File: config.mk
export PLATFORM = sky130hd
export DESIGN_NAME = blake_round_sequencer
export DESIGN_NICKNAME = d
export VERILOG_FILES = /design/src/rtl/blake_round_sequencer.sv
export SDC_FILE = /design/constraint.sdc
export NUM_CORES = 1
export LEC_CHECK = 0
export BUFFER_PORTS_ARGS = -buffer_cell sky130_fd_sc_hd__buf_2
export CORE_AREA = 2 2 39 41
export CTS_BUF_LIST = sky130_fd_sc_hd__clkbuf_2 sky130_fd_sc_hd__clkbuf_4 sky130_fd_sc_hd__clkbuf_8
export DETAILED_ROUTE_END_ITERATION = 6
export DIE_AREA = 0 0 41 43
export GPL_TIMING_DRIVEN = 0
export PLACE_DENSITY = 0.68
export RECOVER_POWER = 100
export SLEW_MARGIN = 20
export SYNTH_ARGS = -nofsm -noshare
export SYNTH_HDL_FRONTEND = slang
export SYNTH_SLANG_ARGS = --single-unit
File: constraint.sdc
create_clock -name clk -period 1.4 [get_ports clk]
set_input_delay 0.21 -clock clk [delete_from_list [all_inputs] [get_ports clk]]
set_output_delay 0.21 -clock clk [all_outputs]
set_load 0.02 [all_outputs]
File: src/rtl/blake_round_sequencer.sv
// blake_round_sequencer
//   Index sequencer paired with the BLAKE-512 round FSM. It starts on the FSM's
//   init_round pulse and advances one G step per cycle while round_ing is high.
//   It produces round/half/G-step indices and the sigma permutation row, returns
//   count_done on the final step, and then presents digest_valid to the
//   finalization stage until that stage accepts it with digest_ready.
//
// Ports
//   clk, rstb      clock; asynchronous active-low reset
//   init_round     1-cycle start pulse from the round FSM
//   round_ing      high while the round FSM is counting
//   count_done     combinational: last step of the last round
//   step_en        a G step is performed this cycle (= round_ing)
//   round_idx      current round, 0..NUM_ROUNDS-1
//   sigma_idx      permutation row, round_idx mod 10
//   diag           0 = column half-round, 1 = diagonal half-round
//   g_step         G index within the half-round
//   digest_valid   run complete, state ready for finalization
//   digest_ready   consumer accepts the digest
//   busy           run started and not yet complete
//   overrun        (BLAKE_SEQ_OVERRUN_EN only) sticky: a new run discarded an
//                  unaccepted digest; cleared only by rstb
//
// Build option: define BLAKE_SEQ_OVERRUN_EN to add the overrun port.

module blake_round_sequencer #(
    parameter int unsigned NUM_ROUNDS = 16,
    parameter int unsigned G_PER_HALF = 4,
    parameter int unsigned GS_W       = 2
) (
    input  logic            clk,
    input  logic            rstb,
    input  logic            init_round,
    input  logic            round_ing,
    output logic            count_done,
    output logic            step_en,
    output logic [3:0]      round_idx,
    output logic [3:0]      sigma_idx,
    output logic            diag,
    output logic [GS_W-1:0] g_step,
    output logic            digest_valid,
    input  logic            digest_ready,
    output logic            busy
`ifdef BLAKE_SEQ_OVERRUN_EN
    ,
    output logic            overrun
`endif
);

    localparam logic [3:0]      R_LAST = 4'(NUM_ROUNDS - 1);
    localparam logic [GS_W-1:0] G_LAST = GS_W'(G_PER_HALF - 1);

    logic g_last;

    always_comb begin
        g_last     = (g_step == G_LAST);
        count_done = round_ing & (round_idx == R_LAST) & diag & g_last;
        step_en    = round_ing;
        sigma_idx  = (round_idx >= 4'd10) ? (round_idx - 4'd10) : round_idx;
    end

    always_ff @(posedge clk or negedge rstb) begin
        if (!rstb) begin
            round_idx    <= '0;
            diag         <= 1'b0;
            g_step       <= '0;
            busy         <= 1'b0;
            digest_valid <= 1'b0;
        end else if (init_round) begin
            // A new run wins over any concurrent step or handshake, and drops
            // any digest that was never accepted.
            round_idx    <= '0;
            diag         <= 1'b0;
            g_step       <= '0;
            busy         <= 1'b1;
            digest_valid <= 1'b0;
        end else begin
            if (digest_valid && digest_ready) begin
                digest_valid <= 1'b0;
            end
            if (round_ing) begin
                if (count_done) begin
                    // Wrap everything to 0 so indices never overflow.
                    round_idx    <= '0;
                    diag         <= 1'b0;
                    g_step       <= '0;
                    busy         <= 1'b0;
                    digest_valid <= 1'b1;
                end else if (g_last) begin
                    g_step <= '0;
                    diag   <= ~diag;
                    if (diag) begin
                        round_idx <= round_idx + 4'd1;
                    end
                end else begin
                    g_step <= g_step + GS_W'(1);
                end
            end
        end
    end

`ifdef BLAKE_SEQ_OVERRUN_EN
    always_ff @(posedge clk or negedge rstb) begin
        if (!rstb) begin
            overrun <= 1'b0;
        end else if (init_round && digest_valid && !digest_ready) begin
            overrun <= 1'b1;
        end
    end
`endif

endmodule
* Yosys cells after proc, flatten, opt, wreduce, memory -nomap -nowiden
Index checks and enable logic that the tools add are counted.
** Storage, ports and cells
- Register bits after elaboration :: 9
- Output and inout port bits :: 15
** Cells by class
- Add/sub/neg operators :: 3
- Order comparisons :: 1
- Equality and inequality tests :: 2
- Multiplexer cells :: 21
- Bitwise logic cells :: 4
- Reductions and logical operators :: 8
** Operators by type and width (number)
- 4-bit 2-to-1 mux :: 6
- 1-bit 2-to-1 mux :: 11
- 2-bit 2-to-1 mux :: 4
- 3-bit nonzero test :: 2
- 4-bit by 1-bit adder with 4-bit output, second input constant :: 1
- 4-bit equality test, second input constant :: 1
- 4-bit >= comparator, second input constant :: 1
- 2-bit AND reduction :: 2
- 2-bit nonzero test :: 2
- 4-bit subtractor, second input constant :: 1
- 1-bit bitwise AND :: 3
- 3-bit AND reduction :: 1
- 2-bit by 1-bit adder with 2-bit output, second input constant :: 1
- 2-bit equality test, second input constant :: 1
- 1-bit logical AND :: 1
- 1-bit inverter :: 1

* Depth between registers and ports, before layout
Gate-level depths: netlist (run 1).
- Depth after elaboration :: 7
- Mapped depth :: 4
- Depth with buffers taken out :: 4

* Worst setup path after synthesis (run 1)
No wires, ideal clock.
- Kind :: register to output
- Start point :: register round_idx[1]
- End point :: output port sigma_idx[2]
- Arrival :: 1.337 ns
- Path slack :: -0.147 ns
- Stages on the path, launching flop included :: 4
- Cells stage by stage :: dfrtp_1 inv_1 ha_1 a22oi_1
** On the way
- Cells in the longest elaborated chain, start to end :: 2
- Elaborated cells on any way between the ends :: 3
- Classes of those cells :: add/sub (1); order compare (1); mux (1)
** Ends and longest elaborated chain
- from (decl) :: line 37 : output logic [3:0] round_idx,
- from (signal assigned) :: line 93 : round_idx <= round_idx + 4'd1;
- 4-bit subtractor or 4-bit >= comparator (tied branches) :: line 59 : sigma_idx = (round_idx >= 4'd10) ? (round_idx - 4'd10) : round_idx;
- 4-bit 2-to-1 mux (*) :: line 59
- to (decl) :: line 38 : output logic [3:0] sigma_idx,
Every way passes the cells marked *; elsewhere a longest branch is shown, timed or not.

* Final worst setup path (run 1)
Same ends and word-level chain as after synthesis.

==> reports/qor.yml, run 1 <==
grt_max_degree: 11
num_vias: 530
yosysSeqAreaShare: 0.429
path_buf_inv: 2
num-nets-final: 97
place.gp.congestion: 0.709
grt.met1_usage: 0.185
dieHeight_um: 43
wl_mm: 1.21
grt_use_total: 0.159
seq_area_um2: 229
clk_path_buf_depth: 2
die_x_um: 41
cts_buffers: 3
overflow: 0
tns_ps: -688
syn_to_final_growth_pct: 54.0
fp-row-count: 14
violations: "negative setup slack"
postRouteAntennaNets: 0
cp.arrival_ps: 1360
hold_viol_final: 0
relSlewSlack: 0.651
critPathTopFamily: "flip-flops"
slowest_stage: "dfrtp_2"
use_met3: 0.0314
ir_worst_vdd_mv: 0.409
setup_viol_count_final: 6
first_pass_iters: 4
power_density_mw_per_mm2: 678
rsz0062_at_grt: "yes"
period_share: 1.12
period_needed_ps: 1570
wl_per_cell_um: 11.9
cp_max_fo: 6
post-route-drc-count: 0
io_buffers: 18
root_buffer: "clkbuf_4"
worst_pin_slew_ps: 523
antenna_found_initial: 0
drive_above_1_share: 0.442
p_leak_uw: 0.000377
slew_viol_final: 0
setup_ws_ps: -168
grt_pass1_wl_mm: 1.91
syn_area_per_cell_um2: 9.55
path_cells: "inv_2 > ha_4 > a22oi_2 > buf_4"
start_util: 0.380
via_per_inst: 5.20
dieArea_mm2: 0.00176
end_kind: "output pin"
syn_inst: 55
yosysWarnings: 0
drt_iter0_markers: 2
grt_pass1_vias: 483
synth.distinct_cells: 23
core-area_mm2: 0.00138
hpwl_um: 792
h-tree-depth: 1
cts.clk_slew.worst_paths_ps: 60
syn_area_um2: 526
cts.sinks: 9
top_level_ports: 20
final_common_cell: "buf_4"
dp_cells: 89
critPathLaunchType: "flop"
outcome: "complete, but fails checks"
diodes: 0
use_met2: 0.259
fin_skew_ps: 6.58
hp-class: "in -> reg"
syn-num-nets: 65
crit_type: "reg -> out"
stdcell_count: 102
fmax_mhz: 638
busiest_layer: "met2"
cp.required_ps: 1190
clk_latency_ps: 260
maxCapViolations: 0
synth_seq_cells: 9
multi_input_area_um2: 329
fill_cells: 126
cpPeakStageDelay_ps: 480
cts_tree: "built"
final_cell_mix: "buf_4 (11), clkbuf_1 (9), buf_2 (7)"
-- repair_timing --
item / 4_1_cts / 5_1_grt
resized for setup: 16 / 6
hold buffers: 1 / 0
endpoints found under the hold margin: 9 / 0
cloned: 0 / 0
pin swaps: 2 / 3
buffers inserted: 6 / 2
setup endpoints to repair: 7 / 5
-- cells by family after synthesis --
| logic type | Yosys count | share of synthesized area |
|---|---|---|
| buffers and inverters | 7 | 0.0643 |
| flip-flops | 9 | 0.429 |
| AO/OA/AOI/OAI | 12 | 0.140 |
| AND/OR/NAND/NOR | 18 | 0.176 |
| multiplexers | 2 | 0.0381 |
| adder cells (fa/ha/maj) | 5 | 0.119 |
| XOR/XNOR | 2 | 0.0333 |
-- area by class of cell --
cell class              instances  area share
flip-flops and latches          9       0.283
repair buffers                 27       0.204
plain buffers                   3      0.0232
clock buffers                   4      0.0371
inverters                       4      0.0216
well taps                      16      0.0247
multi-input cells              39       0.406
-- where the power goes --
part           switching, uW  internal, uW  leakage [uW]
Sequential              4.57           265      0.000114
Clock                   94.5           129     0.0000184
Combinational           33.9          21.3      0.000244
Total                    133           416      0.000377
-- state kept, by name, summed over array words and instances, names as in the netlist --
signal	cells
round_idx	4
g_step	2
busy	1
diag	1
digest_valid	1
-- tightest hold or removal path, delay by kind of cell --
kind / cells / cell delay (ps)
compound gates: 1 / 60
simple gates: 1 / 80
buf+inv: 1 / 70
-- metal layers --
| metal | vias up | share of wire |
|---|---|---|
| met4 | 0 | 0.016 |
| met3 | 4 | 0.045 |
| met5 | - | 0 |
| li1 | 254 | - |
| met2 | 17 | 0.53 |
| met1 | 255 | 0.40 |
-- stage by stage --
step                       util  instance area [um2]  hold slack [ps]  worst slack (ps)  total power [uW]
after floorplan               -                  534            -85.6              2.19               303
after global placement    0.466                  644             70.6            -0.895               323
after detailed placement  0.466                  644             77.7             -17.9               326
after CTS                 0.568                  786              204              -158               556
after global routing      0.585                  810              250              -221               577
final                     0.585                  810              203              -168               549
-- cells in the mapped netlist --
cell type  n  area, um2
a22oi_1    1       7.51
mux2i_1    2       20.0
or3_1      3       18.8
o211ai_1   1       7.51
nand4_1    1       6.26
and3_1     1       6.26
buf_4      2       15.0
nand3_2    1       10.0
nor3_1     1       5.00
o21a_1     1       7.51
clkbuf_1   1       3.75
nand2b_1   2       12.5
nor2_1     5       18.8
nand2_1    4       15.0
o21ai_0    3       15.0
xnor2_1    1       8.76
xor2_1     1       8.76
dfrtp_1    9        225
inv_1      4       15.0
a21o_1     1       7.51
a21oi_1    4       20.0
ha_1       5       62.6
a32oi_1    1       8.76
-- final timing paths --
path                                    from           end  slack [ps]  depth (start not counted)
min in group asynchronous               rstb          diag         430                          2
worst min-delay path            digest_ready  digest_valid         200                          3
worst max register to register  round_idx[1]  round_idx[0]         -60                          5
max in group asynchronous               rstb  round_idx[1]         590                          2
worst min register to register          busy          busy         500                          1
worst max-delay path            round_idx[1]  sigma_idx[2]        -170                          4
Note: power is estimated with default switching activity, not from simulation.
==> inputs of run 2 (changes only) <==
==> constraint.sdc (replaced) <==
create_clock -name clk -period 1.3 [get_ports clk]
set_input_delay 0.195 -clock clk [delete_from_list [all_inputs] [get_ports clk]]
set_output_delay 0.195 -clock clk [all_outputs]
set_load 0.02 [all_outputs]
==> run 2 against run 1 <==
Critical path depth stayed put. The run still ends with negative setup slack left. Sequential share of layout area is 2.0 points lower. Worst hold slack worse by 16 ps. Clock power is 7% higher.
==> reports/qor.yml, run 2 (synthesis results as in run 1) <==
relSlewSlack: 0.664  # was 0.651
crit_end: "sigma_idx[2]"  # unchanged
cp_max_fo: 6  # unchanged
root_buffer: "clkbuf_4"  # unchanged
setup_ws_ps: -261  # was -168 ps
final_common_cell: "buf_6"  # was buf_4
grt_pass1_wl_mm: 2.07  # was 1.91 mm
hold_viol_final: 0  # unchanged
critPathLaunchType: "flop"  # unchanged
rr_worst_depth: 4  # was 5
seq_area_um2: 231  # was 229 um2
postRouteAntennaNets: 0  # unchanged
fin_skew_ps: 1.14  # was 6.58 ps
violations: "negative setup slack"  # unchanged
slowest_stage: "dfrtp_2"  # unchanged
stdcell_count: 104  # was 102
period_needed_ps: 1560
cp.depth: 4  # unchanged
p_leak_uw: 0.000396  # was 0.000377 uW
r2r-start: "round_idx[1]"  # unchanged
dp_cells: 89  # unchanged
rrSetupSlack_ps: -30  # was -60 ps
fmax_mhz: 641
top_register: "round_idx"  # unchanged
rr_endpoint: "round_idx[0]"  # unchanged
multi_input_area_um2: 347  # was 329 um2
post-route-drc-count: 0  # unchanged
fin_area_um2: 882  # was 810 um2
h-tree-depth: 1  # unchanged
top_level_ports: 20  # unchanged
place.gp.congestion: 0.679  # was 0.709
via_per_inst: 4.79  # was 5.20
cp.required_ps: 1110  # was 1190 ps
postPlaceCellArea_um2: 689  # was 644 um2
reg_top3: "round_idx: 4 flops, g_step: 2 flops"  # unchanged
core-area_mm2: 0.00138  # unchanged
fill_cells: 117  # was 126
cp.arrival_ps: 1370  # was 1360 ps
path_buf_inv: 2  # unchanged
hp-class: "in -> reg"  # unchanged
final_cell_mix: "buf_6 (10), buf_4 (8), clkbuf_1 (7)"  # was buf_4 (11), clkbuf_1 (9), buf_2 (7)
antenna_found_initial: 0  # unchanged
cts.clk_slew.worst_paths_ps: 60  # about the same
power_density_mw_per_mm2: 675  # was 678 mW/mm2
clk_path_buf_depth: 2  # unchanged
cpPeakStageDelay_ps: 480  # about the same
whs_ps: 187  # was 203 ps
drt_iter0_markers: 0  # was 2
start_util: 0.380  # unchanged
diodes: 0  # unchanged
io_buffers: 18  # unchanged
grt_max_degree: 11  # unchanged
fp-row-count: 14  # unchanged
num_vias: 498  # was 530
cts_buffers: 3  # unchanged
cts.sinks: 9  # unchanged
ir_worst_vdd_mv: 0.636  # was 0.409 mV
clk_latency_ps: 260  # about the same
num-nets-final: 99  # was 97
setup_viol_count_final: 8  # was 6
p_total_uw: 596  # was 549 uW
largest_reg_flops: 4  # unchanged
period_share: 1.20
wl_mm: 1.27  # was 1.21 mm
end_kind: "output pin"  # unchanged
worst_pin_slew_ps: 503  # was 523 ps
outcome: "complete, but fails checks"  # unchanged
path_cells: "inv_2 > ha_4 > a22oi_2 > buf_6"  # was inv_2 > ha_4 > a22oi_2 > buf_4
dieArea_mm2: 0.00176  # unchanged
hpwl_um: 822  # was 792 um
drive_above_1_share: 0.523  # was 0.442
crit_start: "round_idx[1]"  # unchanged
dieHeight_um: 43  # unchanged
wl_per_cell_um: 12.2  # was 11.9 um
critPathTopFamily: "flip-flops"  # unchanged
slew_viol_final: 0  # unchanged
overflow: 0  # unchanged
die_x_um: 41  # unchanged
syn_to_final_growth_pct: 67.9  # was 54.0%
first_pass_iters: 1  # was 4
maxCapViolations: 0  # unchanged
grt_use_total: 0.175  # was 0.159
cts_tree: "built"  # unchanged
rsz0062_at_grt: "yes"  # unchanged
postLayoutCoreUtil: 0.637  # was 0.585
grt_pass1_vias: 489  # was 483
crit_type: "reg -> out"  # unchanged
==> run 2: worst register-to-register path, delay by kind of cell (launching register included) <==
family	cells	cell delay, ps
AND/OR/NAND/NOR	2	460
flip-flops	1	480
AO/OA/AOI/OAI	1	130
adder cells (fa/ha/maj)	1	180
==> run 2: worst min path at each step <==
stage,slack [ps],start,endpoint,cells past startpoint
floorplan,-100,rstb,busy,0
global placement,60,rstb,round_idx[3],1
detailed placement,60,rstb,round_idx[3],1
CTS,180,digest_ready,digest_valid,3
global route,230,digest_ready,digest_valid,3
finish,190,digest_ready,digest_valid,3
==> run 2: area by class of cell <==
cell class                 instances  share of cell area
buffer                             3              0.0255
clock buffer                       4              0.0340
inverter                           4              0.0170
multi-input combinational         39               0.393
sequential                         9               0.262
tap                               16              0.0227
timing repair buffer              29               0.245
==> run 2: routing by layer <==
metal | track usage | part of all wire | vias to the layer above
met5 | 0 | 0 | -
met4 | 0.0800 | 0.014 | 0
met3 | 0.0157 | 0.037 | 2
met2 | 0.281 | 0.54 | 15
met1 | 0.226 | 0.41 | 224
li1 | - | - | 257
==> run 2: what timing repair did <==
item | in CTS | in global routing
hold buffers | 1 | 0
pin swaps | 3 | 2
endpoints found under the setup margin | 6 | 10
endpoints found under the hold margin | 9 | 0
gates resized for setup | 18 | 6
setup buffers | 10 | 0
==> run 2: power by group <==
part	switching, uW	internal [uW]	leakage, uW	total, uW
Clock	99.5	139	0.0000184	239
Sequential	7.07	287	0.000111	294
Combinational	36.8	26.2	0.000266	62.9
==> run 2: stage by stage <==
stage	setup TNS [ps]	setup WS, ps
after floorplan	-80.0	-30.3
after global placement	-121	-56.9
after detailed placement	-214	-75.8
after CTS	-1000	-251
after global routing	-1400	-312
final	-1010	-261
==> inputs of run 3 (changes only) <==
--- a/config.mk
+++ b/config.mk
@@ -12,7 +12,6 @@
 export DIE_AREA = 0 0 41 43
 export GPL_TIMING_DRIVEN = 0
 export PLACE_DENSITY = 0.68
-export RECOVER_POWER = 100
 export SLEW_MARGIN = 20
 export SYNTH_ARGS = -nofsm -noshare
 export SYNTH_HDL_FRONTEND = slang
==> run 3 against run 2 <==
The flow still finishes with violations (negative setup slack). Total power is 0.44% higher. Fmax down 0.12%. Worst setup slack worse by 1.9 ps. Utilization rose by 0.54 points. Routed wire length grew 0.24%. Combinational power up 2%. Critical path depth unchanged. Final cell count unchanged. Critical endpoint unchanged. Largest cell class unchanged. Largest power group unchanged.
==> reports/qor.yml, run 3 (synthesis results as in run 1) <==
outcome: "complete, but fails checks"  # unchanged
violations: "negative setup slack"  # unchanged
fp-row-count: 14  # unchanged
setup_viol_count_final: 8  # unchanged
io_buffers: 18  # unchanged
syn_to_final_growth_pct: 69.3  # was 67.9%
num_vias: 499  # was 498
wl_per_cell_um: 12.2  # about the same
stdcell_count: 104  # unchanged
cpPeakStageDelay_ps: 480  # about the same
postRouteAntennaNets: 0  # unchanged
clk_latency_ps: 260  # about the same
hold_viol_final: 0  # unchanged
top_register: "round_idx"  # unchanged
cp.arrival_ps: 1370  # about the same
cts.clk_slew.worst_paths_ps: 60  # about the same
dp_slack_ps: -75.8  # unchanged
slew_viol_final: 0  # unchanged
grt_max_degree: 11  # unchanged
grt_use_total: 0.175  # unchanged
period_needed_ps: 1560  # about the same
overflow: 0  # unchanged
rsz0062_at_grt: "yes"  # unchanged
root_buffer: "clkbuf_4"  # unchanged
place.gp.congestion: 0.679  # unchanged
fin_skew_ps: 2.28  # was 1.14 ps
p_total_uw: 598  # was 596 uW
cp_max_fo: 6  # unchanged
critPathLaunchType: "flop"  # unchanged
final_cell_mix: "buf_2 (12), buf_6 (10), buf_4 (8)"  # was buf_6 (10), buf_4 (8), clkbuf_1 (7)
top_level_ports: 20  # unchanged
fill_cells: 114  # was 117
cts_buffers: 3  # unchanged
clk_path_buf_depth: 2  # unchanged
dieArea_mm2: 0.00176  # unchanged
hpwl_um: 822  # unchanged
grt_pass1_vias: 489  # unchanged
path_cells: "inv_2 > ha_4 > a22oi_2 > buf_6"  # unchanged
postPlaceCellArea_um2: 689  # unchanged
cp.required_ps: 1110  # about the same
cts_tree: "built"  # unchanged
worst_pin_slew_ps: 403  # was 503 ps
h-tree-depth: 1  # unchanged
p_leak_uw: 0.000416  # was 0.000396 uW
crit_type: "reg -> out"  # unchanged
antenna_found_initial: 0  # unchanged
largest_reg_flops: 4  # unchanged
post-route-drc-count: 0  # unchanged
fmax_mhz: 640  # was 641 MHz
die_x_um: 41  # unchanged
dp_cells: 89  # unchanged
drive_above_1_share: 0.591  # was 0.523
core-area_mm2: 0.00138  # unchanged
first_pass_iters: 2  # was 1
final_common_cell: "buf_2"  # was buf_6
ir_worst_vdd_mv: 0.635  # was 0.636 mV
maxCapViolations: 0  # unchanged
drt_iter0_markers: 1  # was 0
period_share: 1.20  # about the same
critPathTopFamily: "flip-flops"  # unchanged
power_density_mw_per_mm2: 673  # was 675 mW/mm2
path_buf_inv: 2  # unchanged
reg_top3: "round_idx: 4 flops, g_step: 2 flops"  # unchanged
slowest_stage: "dfrtp_2"  # unchanged
end_kind: "output pin"  # unchanged
num-nets-final: 99  # unchanged
postLayoutCoreUtil: 0.643  # was 0.637
relSlewSlack: 0.731  # was 0.664
grt_pass1_wl_mm: 2.07  # unchanged
cts.sinks: 9  # unchanged
via_per_inst: 4.80  # was 4.79
dieHeight_um: 43  # unchanged
setup_ws_ps: -263  # was -261 ps
wl_mm: 1.27  # about the same
hp-class: "in -> reg"  # unchanged
diodes: 0  # unchanged
fin_area_um2: 890  # was 882 um2
start_util: 0.380  # unchanged
-- run 3: changes by cell type in the layout (fill, tap and decap cells not counted) --
cell      previous run  this run
buf_2                5        12
clkbuf_1             7         1
clkbuf_2             1         0
-- run 3: metal layers --
| layer | wire length, um | vias up | global-route usage |
|---|---|---|---|
| met1 | 510 | 224 | 0.226 |
| met3 | 65 | 2 | 0.0157 |
| met2 | 673 | 17 | 0.281 |
| li1 | - | 256 | - |
| met4 | 18 | 0 | 0.0800 |
| met5 | 0 | - | 0 |
-- run 3: report_power, final --
part           total [uW]  switching, uW  internal [uW]
Clock                 240            101            139
Combinational        64.4           36.5           28.0
Sequential            294           7.01            287
Total                 598            144            454
-- run 3: worst register-to-register path, stage by stage (launching register included) --
cell,delay [ps]
dfrtp_2,480
ha_4,180
and3_4,150
or3_1,310
a21oi_1,130
-- run 3: per-stage QoR --
| step | setup TNS [ps] | hold WS, ps |
|---|---|---|
| 3_5_place_dp | -214 | 58.2 |
| 4_1_cts | -1000 | 177 |
| 5_1_grt | -1400 | 227 |
| 2_1_floorplan | -80.0 | -101 |
| 6_report | -1020 | 185 |
| 3_3_place_gp | -121 | 59.0 |
-- run 3: area by class of cell --
class | instances | area [um2] | share of cell area
Multi-Input combinational cell | 39 | 347 | 0.390
Clock buffer | 4 | 30.0 | 0.0338
Tap cell | 16 | 20.0 | 0.0225
Sequential cell | 9 | 231 | 0.260
Timing Repair Buffer | 29 | 224 | 0.252
Inverter | 4 | 15.0 | 0.0169
Buffer | 3 | 22.5 | 0.0253
-- run 3: timing repair --
action,CTS,global route
setup endpoints to repair,6,10
setup buffers,10,0
endpoints found under the hold margin,9,0
hold buffers,1,0
pin swaps,3,2
resized for setup,18,6
-- run 3: worst paths after layout --
check	slack [ps]	cells after the start	end	start
hold / removal	190	3	digest_valid	digest_ready
min in group asynchronous	330	2	round_idx[0]	rstb
setup / recovery	-260	4	sigma_idx[2]	round_idx[1]
setup reg to reg	-40	4	round_idx[0]	round_idx[1]
max in group asynchronous	770	2	round_idx[2]	rstb
hold reg to reg	510	1	busy	busy
